`src/rtl/astar_pkg.sv`:
```
`default_nettype none
// ============================================================================
// Module      : astar_pkg
// Description : Shared types, costs and helpers for the A* neighbour stages.
// Revision    : 1.0
// ============================================================================
package astar_pkg;

    localparam int COORD_W = 8;
    localparam int COST_W  = 16;

    localparam logic [COST_W-1:0] STRAIGHT_COST = 16'd256;
    localparam logic [COST_W-1:0] DIAG_COST     = 16'd362;

    // y grows downward, so "S" is +1 in y
    typedef enum logic [2:0] {
        DIR_E  = 3'd0,
        DIR_SE = 3'd1,
        DIR_S  = 3'd2,
        DIR_SW = 3'd3,
        DIR_W  = 3'd4,
        DIR_NW = 3'd5,
        DIR_N  = 3'd6,
        DIR_NE = 3'd7
    } dir_t;

    typedef enum logic [2:0] {
        ST_IDLE      = 3'd0,
        ST_DIR_CHECK = 3'd1,
        ST_MAP_WAIT  = 3'd2,
        ST_EMIT      = 3'd3,
        ST_FINISH    = 3'd4
    } state_t;

    function automatic logic signed [1:0] dir_dx(input logic [2:0] d);
        case (d)
            3'd0, 3'd1, 3'd7: dir_dx = 2'sd1;
            3'd3, 3'd4, 3'd5: dir_dx = -2'sd1;
            default:          dir_dx = 2'sd0;
        endcase
    endfunction

    function automatic logic signed [1:0] dir_dy(input logic [2:0] d);
        case (d)
            3'd1, 3'd2, 3'd3: dir_dy = 2'sd1;
            3'd5, 3'd6, 3'd7: dir_dy = -2'sd1;
            default:          dir_dy = 2'sd0;
        endcase
    endfunction

    // odd direction indices are the diagonals
    function automatic logic [COST_W-1:0] step_cost(input logic [2:0] d);
        step_cost = d[0] ? DIAG_COST : STRAIGHT_COST;
    endfunction

    function automatic logic [COST_W-1:0] sat_add(input logic [COST_W-1:0] a,
                                                  input logic [COST_W-1:0] b);
        logic [COST_W:0] s;
        s = {1'b0, a} + {1'b0, b};
        sat_add = s[COST_W] ? {COST_W{1'b1}} : s[COST_W-1:0];
    endfunction

endpackage
`default_nettype wire

```
`src/rtl/astar_heuristic.sv`:
```
`default_nettype none
// ============================================================================
// Module      : astar_heuristic
// Description : Combinational octile distance from (nx, ny) to the goal, Q8.8.
// Revision    : 1.0
// ============================================================================
module astar_heuristic
    import astar_pkg::*;
#(
    parameter int GOAL_X = 39,
    parameter int GOAL_Y = 39
) (
    input  logic [COORD_W-1:0] i_nx,
    input  logic [COORD_W-1:0] i_ny,
    output logic [COST_W-1:0]  o_h
);

    localparam logic [COORD_W-1:0] C_GOAL_X = COORD_W'(GOAL_X);
    localparam logic [COORD_W-1:0] C_GOAL_Y = COORD_W'(GOAL_Y);

    logic [COORD_W-1:0] w_dx;
    logic [COORD_W-1:0] w_dy;
    logic [COORD_W-1:0] w_dmin;
    logic [COORD_W-1:0] w_dmax;
    logic [31:0]        w_h_full;

    assign w_dx   = (i_nx >= C_GOAL_X) ? (i_nx - C_GOAL_X) : (C_GOAL_X - i_nx);
    assign w_dy   = (i_ny >= C_GOAL_Y) ? (i_ny - C_GOAL_Y) : (C_GOAL_Y - i_ny);
    assign w_dmin = (w_dx < w_dy) ? w_dx : w_dy;
    assign w_dmax = (w_dx < w_dy) ? w_dy : w_dx;

    assign w_h_full = 32'(w_dmin) * 32'(DIAG_COST)
                    + 32'(w_dmax - w_dmin) * 32'(STRAIGHT_COST);

    assign o_h = (|w_h_full[31:COST_W]) ? {COST_W{1'b1}} : w_h_full[COST_W-1:0];

endmodule
`default_nettype wire

```
`src/rtl/astar_neighbor_gen.sv`:
```
`default_nettype none
// ============================================================================
// Module      : astar_neighbor_gen
// Description : Walks the 8 neighbours of a node, filters by bounds/map, emits g/f.
// Revision    : 1.0
// ============================================================================
module astar_neighbor_gen
    import astar_pkg::*;
#(
    parameter int GRID_W = 40,
    parameter int GRID_H = 40,
    parameter int GOAL_X = 39,
    parameter int GOAL_Y = 39
) (
    input  logic               sync,
    input  logic               reset,
    input  logic               cur_valid,
    output logic               cur_ready,
    input  logic [COORD_W-1:0] cur_x,
    input  logic [COORD_W-1:0] cur_y,
    input  logic [COST_W-1:0]  cur_g,
    output logic               map_rd_en,
    output logic [COORD_W-1:0] map_rd_x,
    output logic [COORD_W-1:0] map_rd_y,
    input  logic               map_rd_data,
    output logic               nb_valid,
    input  logic               nb_ready,
    output logic [COORD_W-1:0] nb_x,
    output logic [COORD_W-1:0] nb_y,
    output logic [2:0]         nb_dir,
    output logic [COST_W-1:0]  nb_g,
    output logic [COST_W-1:0]  nb_f,
    output logic               scan_done,
    output logic [3:0]         nb_count,
    output logic               err
);

    localparam int SW = COORD_W + 2;
    localparam logic signed [SW-1:0]   C_ZERO     = '0;
    localparam logic signed [SW-1:0]   C_GRID_W_S = SW'(GRID_W);
    localparam logic signed [SW-1:0]   C_GRID_H_S = SW'(GRID_H);
    localparam logic [COORD_W-1:0]     C_GRID_W_U = COORD_W'(GRID_W);
    localparam logic [COORD_W-1:0]     C_GRID_H_U = COORD_W'(GRID_H);

    state_t             r_state;
    state_t             w_next;
    logic [COORD_W-1:0] r_x;
    logic [COORD_W-1:0] r_y;
    logic [COST_W-1:0]  r_g;
    logic [2:0]         r_dir;
    logic [3:0]         r_count;
    logic               r_err;
    logic [COORD_W-1:0] r_nb_x;
    logic [COORD_W-1:0] r_nb_y;
    logic [2:0]         r_nb_dir;
    logic [COST_W-1:0]  r_nb_g;
    logic [COST_W-1:0]  r_nb_f;

    logic signed [1:0]    w_ddx;
    logic signed [1:0]    w_ddy;
    logic signed [SW-1:0] w_cx;
    logic signed [SW-1:0] w_cy;
    logic                 w_inb;
    logic                 w_last;
    logic                 w_bad_node;
    logic                 w_rd_en;
    logic [COORD_W-1:0]   w_nx;
    logic [COORD_W-1:0]   w_ny;
    logic [COST_W-1:0]    w_h;
    logic [COST_W-1:0]    w_g;
    logic [COST_W-1:0]    w_f;

    // Candidate computed with two guard bits so x-1 at x=0 reads as -1
    assign w_ddx = dir_dx(r_dir);
    assign w_ddy = dir_dy(r_dir);
    assign w_cx  = $signed({2'b00, r_x}) + {{COORD_W{w_ddx[1]}}, w_ddx};
    assign w_cy  = $signed({2'b00, r_y}) + {{COORD_W{w_ddy[1]}}, w_ddy};
    assign w_inb = (w_cx >= C_ZERO) && (w_cx < C_GRID_W_S)
                && (w_cy >= C_ZERO) && (w_cy < C_GRID_H_S);
    assign w_nx  = w_cx[COORD_W-1:0];
    assign w_ny  = w_cy[COORD_W-1:0];

    assign w_last     = (r_dir == DIR_NE);
    assign w_bad_node = (cur_x >= C_GRID_W_U) || (cur_y >= C_GRID_H_U);

    astar_heuristic #(
        .GOAL_X (GOAL_X),
        .GOAL_Y (GOAL_Y)
    ) u_heuristic (
        .i_nx (w_nx),
        .i_ny (w_ny),
        .o_h  (w_h)
    );

    assign w_g = sat_add(r_g, step_cost(r_dir));
    assign w_f = sat_add(w_g, w_h);

    always_comb begin
        w_next  = r_state;
        w_rd_en = 1'b0;
        case (r_state)
            ST_IDLE: begin
                if (cur_valid) w_next = w_bad_node ? ST_FINISH : ST_DIR_CHECK;
            end
            ST_DIR_CHECK: begin
                if (w_inb) begin
                    w_rd_en = 1'b1;
                    w_next  = ST_MAP_WAIT;
                end else if (w_last) begin
                    w_next = ST_FINISH;
                end
            end
            ST_MAP_WAIT: begin
                if (map_rd_data) w_next = w_last ? ST_FINISH : ST_DIR_CHECK;
                else             w_next = ST_EMIT;
            end
            ST_EMIT: begin
                if (nb_ready) w_next = w_last ? ST_FINISH : ST_DIR_CHECK;
            end
            ST_FINISH: w_next = ST_IDLE;
            default:   w_next = ST_IDLE;
        endcase
    end

    always_ff @(posedge sync) begin
        if (reset) begin
            r_state  <= ST_IDLE;
            r_x      <= '0;
            r_y      <= '0;
            r_g      <= '0;
            r_dir    <= '0;
            r_count  <= '0;
            r_err    <= 1'b0;
            r_nb_x   <= '0;
            r_nb_y   <= '0;
            r_nb_dir <= '0;
            r_nb_g   <= '0;
            r_nb_f   <= '0;
        end else begin
            r_state <= w_next;
            r_err   <= 1'b0;
            case (r_state)
                ST_IDLE: begin
                    if (cur_valid) begin
                        r_x     <= cur_x;
                        r_y     <= cur_y;
                        r_g     <= cur_g;
                        r_dir   <= '0;
                        r_count <= '0;
                        r_err   <= w_bad_node;
                    end
                end
                ST_DIR_CHECK: begin
                    if (!w_inb && !w_last) r_dir <= r_dir + 3'd1;
                end
                ST_MAP_WAIT: begin
                    if (map_rd_data) begin
                        if (!w_last) r_dir <= r_dir + 3'd1;
                    end else begin
                        r_nb_x   <= w_nx;
                        r_nb_y   <= w_ny;
                        r_nb_dir <= r_dir;
                        r_nb_g   <= w_g;
                        r_nb_f   <= w_f;
                    end
                end
                ST_EMIT: begin
                    if (nb_ready) begin
                        r_count <= r_count + 4'd1;
                        if (!w_last) r_dir <= r_dir + 3'd1;
                    end
                end
                default: ;
            endcase
        end
    end

    assign cur_ready = (r_state == ST_IDLE) && !reset;
    assign map_rd_en = w_rd_en;
    assign map_rd_x  = w_rd_en ? w_nx : '0;
    assign map_rd_y  = w_rd_en ? w_ny : '0;
    assign nb_valid  = (r_state == ST_EMIT);
    assign nb_x      = r_nb_x;
    assign nb_y      = r_nb_y;
    assign nb_dir    = r_nb_dir;
    assign nb_g      = r_nb_g;
    assign nb_f      = r_nb_f;
    assign scan_done = (r_state == ST_FINISH);
    assign nb_count  = (r_state == ST_FINISH) ? r_count : 4'd0;
    assign err       = r_err;

endmodule
`default_nettype wire

```
`config.mk`:
```
export PLATFORM = sky130hd
export DESIGN_NAME = astar_neighbor_gen
export DESIGN_NICKNAME = d
export VERILOG_FILES = /design/src/rtl/astar_pkg.sv /design/src/rtl/astar_heuristic.sv /design/src/rtl/astar_neighbor_gen.sv
export SDC_FILE = /design/constraint.sdc
export NUM_CORES = 1
export LEC_CHECK = 0
export BUFFER_PORTS_ARGS = -buffer_cell sky130_fd_sc_hd__buf_2
export CAP_MARGIN = 10
export CELL_PAD_IN_SITES_DETAIL_PLACEMENT = 0
export CELL_PAD_IN_SITES_GLOBAL_PLACEMENT = 1
export CORE_MARGIN = 2
export CORE_UTILIZATION = 48
export DETAILED_ROUTE_END_ITERATION = 7
export GPL_TIMING_DRIVEN = 1
export HOLD_SLACK_MARGIN = 0.12
export PLACE_DENSITY_LB_ADDON = 0.1
export SLEW_MARGIN = 0
export SYNTH_ARGS = -nofsm -noshare
export SYNTH_HDL_FRONTEND = slang
export SYNTH_SLANG_ARGS = --single-unit
```
`constraint.sdc`:
```
create_clock -name sync -period 28.9 [get_ports sync]
set_input_delay 1.445 -clock sync [delete_from_list [all_inputs] [get_ports sync]]
set_output_delay 1.445 -clock sync [all_outputs]
set_load 0.01 [all_outputs]
```
-- Yosys cells after proc, flatten, opt, wreduce, memory -nomap -nowiden
Cells that the tools add are included.
- register bits: 94
- output and inout port bits: 76
- $add $sub $neg: 12
- multipliers: 1
- magnitude comparators: 9
- eq/ne operators: 16
- muxes and demuxes: 32
- bitwise gates (word level): 3
- reduce and logical (&&, ||, !) cells: 24
- operators with widths (kind ; count):
    two-way mux 16 bit ; 3
    two-way mux 8 bit ; 6
    two-way mux 3 bit ; 12
    adder 17 x 32 -> 32 bit ; 1
    greater-or-equal comparator 8 x 6 -> 1 bit (second input constant) ; 4
    one-hot mux 3 bit (4 select lines) ; 2
    adder 9 x 2 -> 10 bit ; 2
    greater-or-equal comparator 10 x 1 -> 1 bit (second input constant) ; 2
    < comparator 10 x 7 -> 1 bit (second input constant) ; 2
    adder 16 x 16 -> 17 bit ; 1
    adder 16 x 9 -> 17 bit ; 1
    multiplier 8 x 8 -> 16 bit (second input constant) ; 1
    OR reduction 16 bit ; 1
    subtractor 6 x 8 -> 8 bit (first input constant) ; 2
    subtractor 8 x 6 -> 8 bit (second input constant) ; 2
    equality test 3 bit (second input constant) ; 5
    OR reduction 3 bit ; 5
    equality test 3 x 2 -> 1 bit (second input constant) ; 4
    two-way mux 4 bit ; 3
    subtractor 8 x 8 -> 9 bit ; 1
    < comparator 8 bit ; 1
    one-hot mux 2 bit (2 select lines) ; 2
    one-hot mux 4 bit (2 select lines) ; 1
    two-way mux 7 bit ; 1
    17 further kinds ; 32

-- Longest topological paths before layout
Gate-level depths: netlist of the first run.
- depth in word-level cells: 14
- depth in mapped cells: 63

-- By module
From an unflattened synthesis of the first run, not the netlist that was laid out.
- cells, all modules: 1070
- area, all modules: 8495.6 um^2
- by module, submodules not included (module ; instances ; cells each ; area an instance (um^2) ; seq. area each (um^2)):
    astar_neighbor_gen ; 1 ; 642 ; 5378.9 ; 1881.8
    astar_heuristic ; 1 ; 428 ; 3116.7 ; 0.0

-- Worst setup path before layout of the first run
No wires, ideal clock.
- path type: register to register
- start: register r_dir[0]
- end: register r_nb_f[10], in the netlist nb_f[10]
- setup time: 138 ps
- arrival: 12786 ps
- data required time: 28762 ps
- path slack: 15976 ps
- cell stages (with the launch flop): 61
- path buffers: 5
- period minus slack after synthesis: 12924 ps
- cell sequence: dfxtp_1 -> inv_1 -> ha_1 -> o21a_1 -> buf_4 -> nor2_2 -> xnor2_1 -> ha_1 -> or4_4 -> o22ai_2 -> o211ai_4 -> or3_4 -> a32oi_4 -> nor2_1 -> xnor2_1 -> inv_1 -> ha_1 -> o21a_1 -> [... 25 more ...] -> nor2b_1 -> o21a_1 -> a31oi_1 -> clkbuf_1 -> nor2_1 -> mux2i_1 -> ha_1 -> o21ai_0 -> a21boi_0 -> o21ai_0 -> a21boi_0 -> o2111ai_1 -> a31oi_1 -> a31oi_1 -> nor2_1 -> a2111oi_0 -> clkbuf_1 -> a211oi_1
- word-level cells in the longest chain between the ends: 14
- RTL lines (item ; line ; text):
    from (decl) ; astar_neighbor_gen.sv:50 ; logic [2:0] r_dir;
    from (signal assigned) ; astar_neighbor_gen.sv:154 ; if (!w_inb && !w_last) r_dir <= r_dir + 3'd1;
    from (signal assigned) ; astar_neighbor_gen.sv:158 ; if (!w_last) r_dir <= r_dir + 3'd1;
    from (signal assigned) ; astar_neighbor_gen.sv:170 ; if (!w_last) r_dir <= r_dir + 3'd1;
    equality test 3 bit, or another cell as far along ; astar_pkg.sv:36, astar_pkg.sv:44 ;
    OR reduction 3 bit, on equally long branches ; astar_pkg.sv:36, astar_pkg.sv:44 ;
    one-hot mux 2 bit (2 select lines), on equally long branches ; astar_pkg.sv:36, astar_pkg.sv:44 ;
    adder 9 x 2 -> 10 bit, on equally long branches ; astar_neighbor_gen.sv:76, astar_neighbor_gen.sv:77 ;
    subtractor 6 x 8 -> 8 bit, or another cell as far along ; astar_heuristic.sv:27 ; assign w_dx = (i_nx >= C_GOAL_X) ? (i_nx - C_GOAL_X) : (C_GOAL_X - i_nx);
    two-way mux 8 bit, on equally long branches ; astar_heuristic.sv:27, astar_heuristic.sv:28 ;
    < comparator 8 bit ; astar_heuristic.sv:29, astar_heuristic.sv:30 ;
    two-way mux 8 bit, on equally long branches ; astar_heuristic.sv:29, astar_heuristic.sv:30 ;
    multiplier 8 x 8 -> 16 bit or subtractor 8 x 8 -> 9 bit (tied branches) ; astar_heuristic.sv:32, astar_heuristic.sv:33 ;
    adder 17 x 32 -> 32 bit ; astar_heuristic.sv:33 ; + 32'(w_dmax - w_dmin) * 32'(STRAIGHT_COST);
    OR reduction 16 bit ; astar_heuristic.sv:35 ; assign o_h = (|w_h_full[31:COST_W]) ? {COST_W{1'b1}} : w_h_full[COST_W-1:0];
    two-way mux 16 bit ; astar_heuristic.sv:35 ;
    adder 16 x 16 -> 17 bit (*) ; astar_pkg.sv:59 ; s = {1'b0, a} + {1'b0, b};
    two-way mux 16 bit (*) ; astar_pkg.sv:60 ; sat_add = s[COST_W] ? {COST_W{1'b1}} : s[COST_W-1:0];
    to (signal assigned) ; astar_neighbor_gen.sv:164 ; r_nb_f <= w_f;
    to (decl) ; astar_neighbor_gen.sv:57 ; logic [COST_W-1:0] r_nb_f;
Mark *: on every way between the ends. The rest lies on a longest branch, timed or not.
A chain may end at the register's enable or synchronous reset.

-- Worst setup path after layout of the first run
- start: register r_dir[0]
- end: register r_nb_f[1], in the netlist nb_f[1]
Same word-level chain as after synthesis.

==> run_results.csv, run 1 <==
group,metric,value,unit
routing,wl_per_cell,17.3,um
clocking,ctsHtreeMaxLevel,3,
critical_path,crit_start,"r_dir[0]",
critical_path,path_max_fanout,16,
floorplan,io_pins,113,
synthesis,yosysTopAreaCell,"dfxtp_1",
finish,n_fill_cell,1755,
grt,grt_max_degree,60,
grt,grtUsageMet1,34.1,%
finish,fin_area,9680,um2
placed_design,placed_area,9360,um2
critical_path,path_class,"reg2reg",
synthesis,ys_types,95,
grt,grt_pass1_wl,38600,um
synthesis,synth-seq-cells,94,
synthesis,synth_enable_flop_cells,0,
routing,drt_iter0_markers,490,
grt,met3_usage,3.26,%
synthesis,synth_area,8680,um2
critical_path,start_kind,"flip-flop",
sta,hold_viol,0,
sta,worst_slack,14.97,ns
grt,track_usage,24.7,%
synthesis,netlist.area_leader.share,21.7,%
clocking,clock_path_buffers,2,
placed_design,numPortBuffers,108,
finish,most-common-layout-cells,"nor2_1 (136), buf_2 (108), ha_1 (103)",
synthesis,syn-instance-count,1059,
routing,drtPass1Iterations,4,
floorplan,num_rows,49,
placed_design,gp_congestion,0.909,
synthesis,ys_warn_count,0,
clocking,post_cts.repair.setup_buffers,0,
finish,multi_input_area,6370,um2
critical_path,cp.arrival,14.20,ns
clocking,ctsResizeCount,0,
floorplan,core,17800,um2
routing,via_per_inst,5.70,
clocking,clk_latency,0.36,ns
synthesis,synthFlopType,"dfxtp_1",
clocking,cts_made_buffers,9,
placed_design,dpl.hpwl,18400,um
critical_path,end_kind,"flip-flop",
grt,grt_pass1_vias,7379,
floorplan,initial_core_util,48.7,%
grt,antenna_found_initial,0,
floorplan,dieArea,19200,um2
sta,slew_violations,0,
sta,setup_viol,0,
clocking,cts_sinks,94,
hold_path,hold_path_class,"reg2reg",
clocking,hold_buffers,0,
critical_path,critPathBufInv,5,
clocking,cts.clk_slew.worst_paths,0.07,ns
synthesis,avgSynthCellArea,8.20,um2
floorplan,die_w,138,um
finish,syn_to_final_growth,11.4,%
critical_path,cpPeakStageDelay,0.80,ns
sta,fmax,0.0718,GHz
synthesis,ys_seq_area_share,21.7,%
sta,worstMarginPinSlew,1.01,ns
routing,post-route-drc-count,0,
grt,top_usage_layer,"met2",
critical_path,cpMostUsedCell,"ha_1",
sta,finalCriticalPeriod,13.93,ns
outcome,outcome,"finished clean",
synthesis,async_reset_ff_share,0,%
sta,fin_setup_tns,0,ns
sta,period_share,48.2,%
routing,postRouteAntennaNets,0,
finish,antenna_cells,0,
finish,final_nets,1296,
placed_design,pre_cts_ws,15.06,ns
clocking,cts_tree,"built",
sta,slew_headroom,32.6,%
sta,rsz0062_at_grt,"no",
hold_path,hold_start,"nb_y[0]",
finish,regArea,1880,um2
critical_path,r2r-start,"r_dir[0]",
routing,finalWirelength,23800,um
critical_path,cp_top_family,"compound AO/OA/AOI/OAI gates",
sta,fin_skew,0.0124,ns
clocking,cts-root-buf,"clkbuf_16",
finish,drive_gt1_share,16.3,%
critical_path,required,29.16,ns
grt,overflow,0,
finish,layout_commonest_cell,"nor2_1",
routing,vias,7836,
critical_path,critPathSlowestCell,"a21oi_1",
flow_run,maxCapViolations,0,
grt,grt_use_met2,41.3,%
floorplan,fp.dieH,138,um
synthesis,synth_area_leaders,"dfxtp_1 (22%), ha_1 (15%), nor2_1 (5.9%)",
cells by family after synthesis:
family,Yosys count,synth area share (%)
simple gates,362,20.1
compound gates,292,25.0
fa+ha+maj,118,18.3
buf+inv,104,5.27
flops,94,21.7
xor+xnor,59,6.04
mux,29,3.49
other cells,1,0.0432
path summary, 6_finish.rpt:
check	end	slack, ns	cells past startpoint
setup reg to reg	nb_f[1]	14.97	55
hold / removal	nb_y[0]	0.45	2
hold reg to reg	nb_y[0]	0.45	2
setup / recovery	nb_f[1]	14.97	55
state kept, by name (all words and copies together) (netlist names):
register  count
r_g          16
nb_f         16
r_x           8
nb_g         16
nb_y          8
r_dir         3
err           1
r_count       4
nb_x          8
r_y           8
r_state       3
nb_dir        3
area by class of cell:
| cell class | instances | area share [%] |
|---|---|---|
| Sequential cell | 94 | 19.4 |
| Multi-Input combinational cell | 864 | 65.8 |
| Tap cell | 229 | 2.96 |
| Clock buffer | 9 | 2.33 |
| Clock inverter | 6 | 0.970 |
| Timing Repair Buffer | 118 | 6.36 |
| Inverter | 54 | 2.09 |
layer usage:
metal | vias up | share of wire (%)
met5 | - | 0
met2 | 146 | 47
met1 | 3706 | 48
li1 | 3964 | -
met4 | 0 | 1.4
met3 | 20 | 3.6
cell usage after synthesis, types with 16 or more instances:
cell type / instances
a21o_1: 16
nor3_1: 26
xnor2_1: 39
clkbuf_1: 37
a22o_1: 33
inv_1: 53
o21ai_0: 39
a21oi_1: 77
ha_1: 103
and2_1: 18
nand2_1: 86
a211oi_1: 21
nor2_1: 136
dfxtp_1: 94
xor2_1: 19
mux2i_1: 22
per-stage QoR:
step                      utilization [%]  hold WS [ns]  std cells
after CTS                            54.2         0.456       1374
final                                54.2         0.453       1374
after global placement               52.4         0.440       1359
after global routing                 54.2         0.486       1374
after detailed placement             52.4         0.445       1359
after floorplan                         -         0.440       1062
worst register-to-register path: cells and delay by family, from the launching register on:
| family | cells | cell delay, ns |
|---|---|---|
| AOI/OAI and AO/OA | 27 | 6.45 |
| DFF | 1 | 0.51 |
| buffers and inverters | 5 | 0.84 |
| and+or+nand+nor | 9 | 1.02 |
| muxes | 2 | 0.76 |
| xor gates and xnor gates | 2 | 0.40 |
| adders and majority gates | 10 | 3.83 |
Power of run 1 is left out: the tool's default activity adds up to more than one toggle a clock period on the data nets, which glitch-free logic cannot reach.
==> run 2: changes to the inputs <==
Settings changed: ABC_AREA from default to 1, CORE_UTILIZATION 48 to 43.
Clock period 28.9 ns to 13.9 ns, I/O delays scaled along.
==> run 2 against run 1 <==
  * Sequential cell count did not move
  * Utilization is 4.5 points lower
  * Cell count is 16% higher
  * Clock-buffer cell count did not move
  * Routed wire length down 1.0%
  * Via count increased by 0.15%
  * Area after synthesis shrank 1.5%
  * Sequential share of layout area about the same
==> run_results.csv, run 2 <==
group,metric,value,unit
critical_path,required,14.16,ns
finish,utilization,49.7,%
synthesis,synthFlopType,"dfxtp_1",
critical_path,critPathSlowestCell,"fa_1",
finish,most-common-layout-cells,"inv_1 (235), nand2_1 (180), buf_2 (108)",
sta,slew_headroom,39.7,%
critical_path,cpPeakStageDelay,0.53,ns
clocking,cts.clk_slew.worst_paths,0.08,ns
synthesis,ys_top_cells_by_count,"inv_1 (236), nand2_1 (180), ha_1 (103), nor2_1 (103), dfxtp_1 (94)",
clocking,clk_latency,0.36,ns
synthesis,syn-instance-count,1230,
outcome,outcome,"finished clean",
hold_path,min_path_cells,2,
placed_design,pre_cts_ws,0.839,ns
synthesis,yosysTopAreaCell,"dfxtp_1",
clocking,post_cts.repair.setup_buffers,0,
finish,antenna_cells,0,
critical_path,start_kind,"flip-flop",
synthesis,ys_seq_area_share,22.0,%
synthesis,synth_fa_ha_area_share,18.6,%
synthesis,synth_top_family_by_area,"simple AND/OR/NAND/NOR gates",
grt,overflow,0,
sta,setup_viol,0,
sta,worst_slack,1.31,ns
critical_path,cpMostUsedCell,"nand2_1",
clocking,clock_path_buffers,2,
routing,vias,7848,
synthesis,synth_area,8560,um2
synthesis,muxShareOfSynthArea,0,%
critical_path,end_kind,"flip-flop",
finish,drive_gt1_share,16.2,%
floorplan,fp.dieH,145,um
critical_path,cp.arrival,12.84,ns
sta,finalCriticalPeriod,12.59,ns
sta,fmax,0.0794,GHz
finish,fin_cells,1594,
grt,grt_max_degree,89,
placed_design,dpl.hpwl,18400,um
routing,postRouteAntennaNets,0,
placed_design,gp_congestion,0.883,
routing,post-route-drc-count,0,
critical_path,path_class,"reg2reg",
routing,finalWirelength,23500,um
synthesis,netlist.area_leader.share,22.0,%
clocking,cts_made_buffers,9,
synthesis,yosys.area_share.simple,25.9,%
placed_design,numPortBuffers,108,
critical_path,reg2reg_depth,72,
clocking,ctsHtreeMaxLevel,3,
routing,wl_per_cell,14.8,um
grt,antenna_found_initial,0,
synthesis,ys_warn_count,0,
routing,drt_iter0_markers,339,
placed_design,dpl.cell_count,1578,
finish,final_nets,1479,
routing,drtPass1Iterations,5,
floorplan,core,19500,um2
synthesis,avgSynthCellArea,6.96,um2
floorplan,initial_core_util,44.0,%
synthesis,synth_area_leaders,"dfxtp_1 (22%), ha_1 (15%), inv_1 (10%)",
synthesis,synth_enable_flop_cells,0,
clocking,cts_sinks,94,
floorplan,dieArea,21000,um2
hold_path,hold_path_class,"reg2reg",
sta,slew_violations,0,
sta,hold_viol,0,
grt,grt_pass1_wl,39100,um
sta,worstMarginPinSlew,0.905,ns
floorplan,die_w,145,um
synthesis,synth.most_common_cell,"inv_1",
clocking,cts-root-buf,"clkbuf_16",
clocking,cts_tree,"built",
flow_run,maxCapViolations,0,
synthesis,ys_types,47,
finish,syn_to_final_growth,13.1,%
critical_path,path_max_fanout,16,
grt,track_usage,22.9,%
synthesis,async_reset_ff_share,0,%
synthesis,synth_compound_area_share,15.1,%
routing,via_per_inst,4.92,
floorplan,num_rows,51,
synthesis,synth-seq-cells,94,
grt,grt_pass1_vias,7684,
critical_path,r2r_slack,1.31,ns
sta,period_share,90.6,%
sta,fin_skew,0.0114,ns
finish,layout_commonest_cell,"inv_1",
synthesis,synthXorXnorAreaFrac,5.62,%
floorplan,io_pins,113,
-- run 2: changes by cell type after synthesis, moves of 20 or more --
| cell | previous run | this run |
|---|---|---|
| inv_1 | 53 | 236 |
| nand2_1 | 86 | 180 |
| nand3_1 | 10 | 76 |
| a22o_1 | 33 | 0 |
| nor2_1 | 136 | 103 |
| o21ai_0 | 39 | 70 |
| o22ai_1 | 2 | 33 |
| nand2_2 | 0 | 29 |
| mux2i_1 | 22 | 0 |
| xnor2_1 | 39 | 19 |
-- run 2: cells by family (layout without fill, tap and decap cells) --
kind of cell,count (synthesis),count (layout)
other cells,1,4
fa+ha+maj,118,118
simple gates,459,459
compound gates,226,226
flops,94,94
buf+inv,278,374
xor+xnor,54,54
-- run 2: through the flow --
step / area [um2] / setup TNS, ns / hold slack, ns
final: 9680 / 0 / 0.478
after global routing: 9680 / -0.0218 / 0.501
after CTS: 9650 / 0 / 0.479
after detailed placement: 9330 / 0 / 0.466
after global placement: 9330 / 0 / 0.463
after floorplan: 8570 / 0 / 0.448
-- run 2: timing repair --
item / CTS / global route
resized for setup: 0 / 7
hold buffers: 0 / 0
endpoints found under the setup margin: 0 / 16
-- run 2: final cells by class --
type / instances / area (um2)
Multi-Input combinational cell: 861 / 5630
Clock inverter: 7 / 95.1
Inverter: 242 / 912
Tap cell: 265 / 332
Clock buffer: 9 / 225
Fill cell: 2043 / 9780
Timing Repair Buffer: 116 / 601
Sequential cell: 94 / 1880
-- run 2: per-layer routing --
metal / track usage [%] / wire length [um] / vias to the layer above
met4: 4.02 / 198 / 0
met2: 36.9 / 10300 / 150
met1: 33.5 / 12100 / 3513
met3: 2.64 / 910 / 12
met5: 0 / 0 / -
li1: - / - / 4173
-- run 2: final timing paths --
check | start | endpoint
max | r_dir[1] | nb_f[2]
min | r_y[6] | r_y[6]
max reg2reg | r_dir[1] | nb_f[2]
min reg2reg | r_y[6] | r_y[6]
-- run 2: critical path, delay by kind of cell (launching register included) --
| family | cells | cell delay, ns |
|---|---|---|
| adders and majority gates | 11 | 3.92 |
| DFF | 1 | 0.41 |
| xor gates and xnor gates | 3 | 0.55 |
| AOI/OAI and AO/OA | 18 | 3.01 |
| and+or+nand+nor | 28 | 3.31 |
| buffers and inverters | 12 | 1.31 |
Power of run 2 is left out for the same reason.
==> run 3: changes to the inputs <==
Settings changed: ABC_AREA 1 to default, CORE_UTILIZATION 43 to 45, HOLD_SLACK_MARGIN 0.12 to default.
==> run 3 against run 2 <==
  * Clock-buffer cell count unchanged
  * Die area down 2.9%
  * Register-to-register slack worse by 0.25 ns
  * Hold slack worse by 0.023 ns
  * Cell area up 1.5%
  * Utilization up 2.4 points
  * Sequential cell count unchanged
  * Routed wire length up 3.9%
  * Via count up 0.33%
  * Critical endpoint is now nb_f[1]
  * Largest cell class unchanged
  * Highest routed layer unchanged
==> run_results.csv, run 3 (synthesized netlist as in run 1, its figures left out) <==
group,metric,value,unit
routing,drtPass1Iterations,4,
clocking,post_cts.repair.setup_buffers,0,
routing,vias,7874,
grt,grt_pass1_wl,39100,um
clocking,clock_path_buffers,2,
finish,antenna_cells,0,
floorplan,num_rows,50,
floorplan,core,18800,um2
routing,wl_per_cell,17.3,um
finish,drive_gt1_share,18.0,%
clocking,clk_latency,0.36,ns
critical_path,required,14.17,ns
sta,slew_headroom,46.9,%
finish,syn_to_final_growth,13.1,%
finish,final_nets,1304,
placed_design,numPortBuffers,108,
critical_path,cpMostUsedCell,"ha_1",
floorplan,fp.dieH,143,um
critical_path,cpPeakStageDelay,0.53,ns
clocking,cts.clk_slew.worst_paths,0.08,ns
floorplan,initial_core_util,46.1,%
sta,fin_skew,0.0173,ns
critical_path,reg2reg_depth,57,
placed_design,dpl.hpwl,19100,um
hold_path,min_path_cells,2,
critical_path,cp_top_family,"compound AO/OA/AOI/OAI gates",
critical_path,path_class,"reg2reg",
critical_path,r2r-end,"nb_f[1]",
finish,most-common-layout-cells,"nor2_1 (136), buf_2 (108), ha_1 (102)",
sta,finalCriticalPeriod,12.84,ns
critical_path,path_max_fanout,15,
outcome,outcome,"finished clean",
routing,drt_iter0_markers,481,
clocking,ctsHtreeMaxLevel,3,
sta,setup_viol,0,
grt,track_usage,24.4,%
grt,overflow,0,
critical_path,critPathBufInv,6,
clocking,cts_tree,"built",
critical_path,end_kind,"flip-flop",
routing,finalWirelength,24500,um
critical_path,start_kind,"flip-flop",
placed_design,dpl.cell_count,1398,
floorplan,io_pins,113,
finish,fin_cells,1414,
sta,whs,0.455,ns
routing,via_per_inst,5.57,
clocking,cts_sinks,94,
sta,worstMarginPinSlew,0.795,ns
critical_path,critPathSlowestCell,"fa_1",
hold_path,hold_start,"nb_y[2]",
routing,postRouteAntennaNets,0,
sta,fmax,0.0779,GHz
hold_path,hold_path_class,"reg2reg",
clocking,cts_made_buffers,9,
grt,grt_pass1_vias,7256,
hold_path,holdPathEnd,"nb_y[2]",
grt,antenna_found_initial,0,
finish,layout_commonest_cell,"nor2_1",
placed_design,gp_congestion,0.896,
floorplan,die_w,143,um
clocking,hold_buffers,0,
grt,grt_max_degree,60,
routing,post-route-drc-count,0,
floorplan,dieArea,20400,um2
sta,hold_viol,0,
clocking,cts-root-buf,"clkbuf_16",
sta,period_share,92.4,%
sta,slew_violations,0,
critical_path,r2r_slack,1.06,ns
critical_path,cp.arrival,13.12,ns
critical_path,r2r-start,"r_dir[1]",
flow_run,maxCapViolations,0,
## run 3: changes by cell type in the layout (fill, tap and decap cells not counted), sizes merged, moves of 19 or more
cell and delta:
o22ai -30, a22o +33, a211oi +23, nand2 -133
nor2 +31, mux2i +22, o21ai -33, inv -189
xnor2 +19, nand3 -84
## run 3: worst max-delay path by stage
stage,start,end,slack [ns],cells past startpoint
after floorplan,r_dir[0],nb_f[10],0.98,60
after global placement,r_dir[1],nb_f[1],0.66,53
after detailed placement,r_dir[1],nb_f[12],0.40,53
after CTS,r_dir[1],nb_f[12],0.36,55
after global routing,r_dir[1],nb_f[12],-0.05,60
final,r_dir[1],nb_f[1],1.06,57
## run 3: repair_timing
| action | CTS | global route |
|---|---|---|
| hold endpoints to repair | 0 | 0 |
| setup endpoints to repair | 0 | 16 |
| resized for setup | 0 | 18 |
## run 3: layout make-up
type	instances	area [um2]
clock buffers	9	225
clock inverters	7	67.6
fillers	1845	9010
inverters	54	203
multi-input cells	864	6440
flip-flops and latches	94	1880
well taps	260	325
repair buffers	126	676
## run 3: per-layer routing
layer / GRT usage (%) / share of wire (%) / up-vias
li1: - / - / 3989
met1: 36.7 / 52 / 3717
met2: 37.2 / 43 / 155
met3: 3.39 / 4.0 / 13
met4: 4.33 / 0.87 / 0
met5: 0 / 0 / -
## run 3: metrics by stage
stage	setup TNS, ns	worst slack (ns)	utilization (%)	cell area (um2)
2_1_floorplan	0	0.976	-	8690
3_3_place_gp	0	0.657	50.2	9460
3_5_place_dp	0	0.400	50.2	9460
4_1_cts	0	0.362	51.8	9750
5_1_grt	-0.431	-0.0520	52.2	9820
6_report	0	1.06	52.2	9820
## run 3: worst register-to-register path, delay by kind of cell, from the launching register on
kind / cells / cell delay, ns
buffers and inverters: 6 / 0.59
and+or+nand+nor: 11 / 1.85
xor gates and xnor gates: 3 / 0.47
adders and majority gates: 12 / 4.10
AOI/OAI and AO/OA: 24 / 5.07
muxes: 1 / 0.24
DFF: 1 / 0.42
Power of run 3 is left out for the same reason.
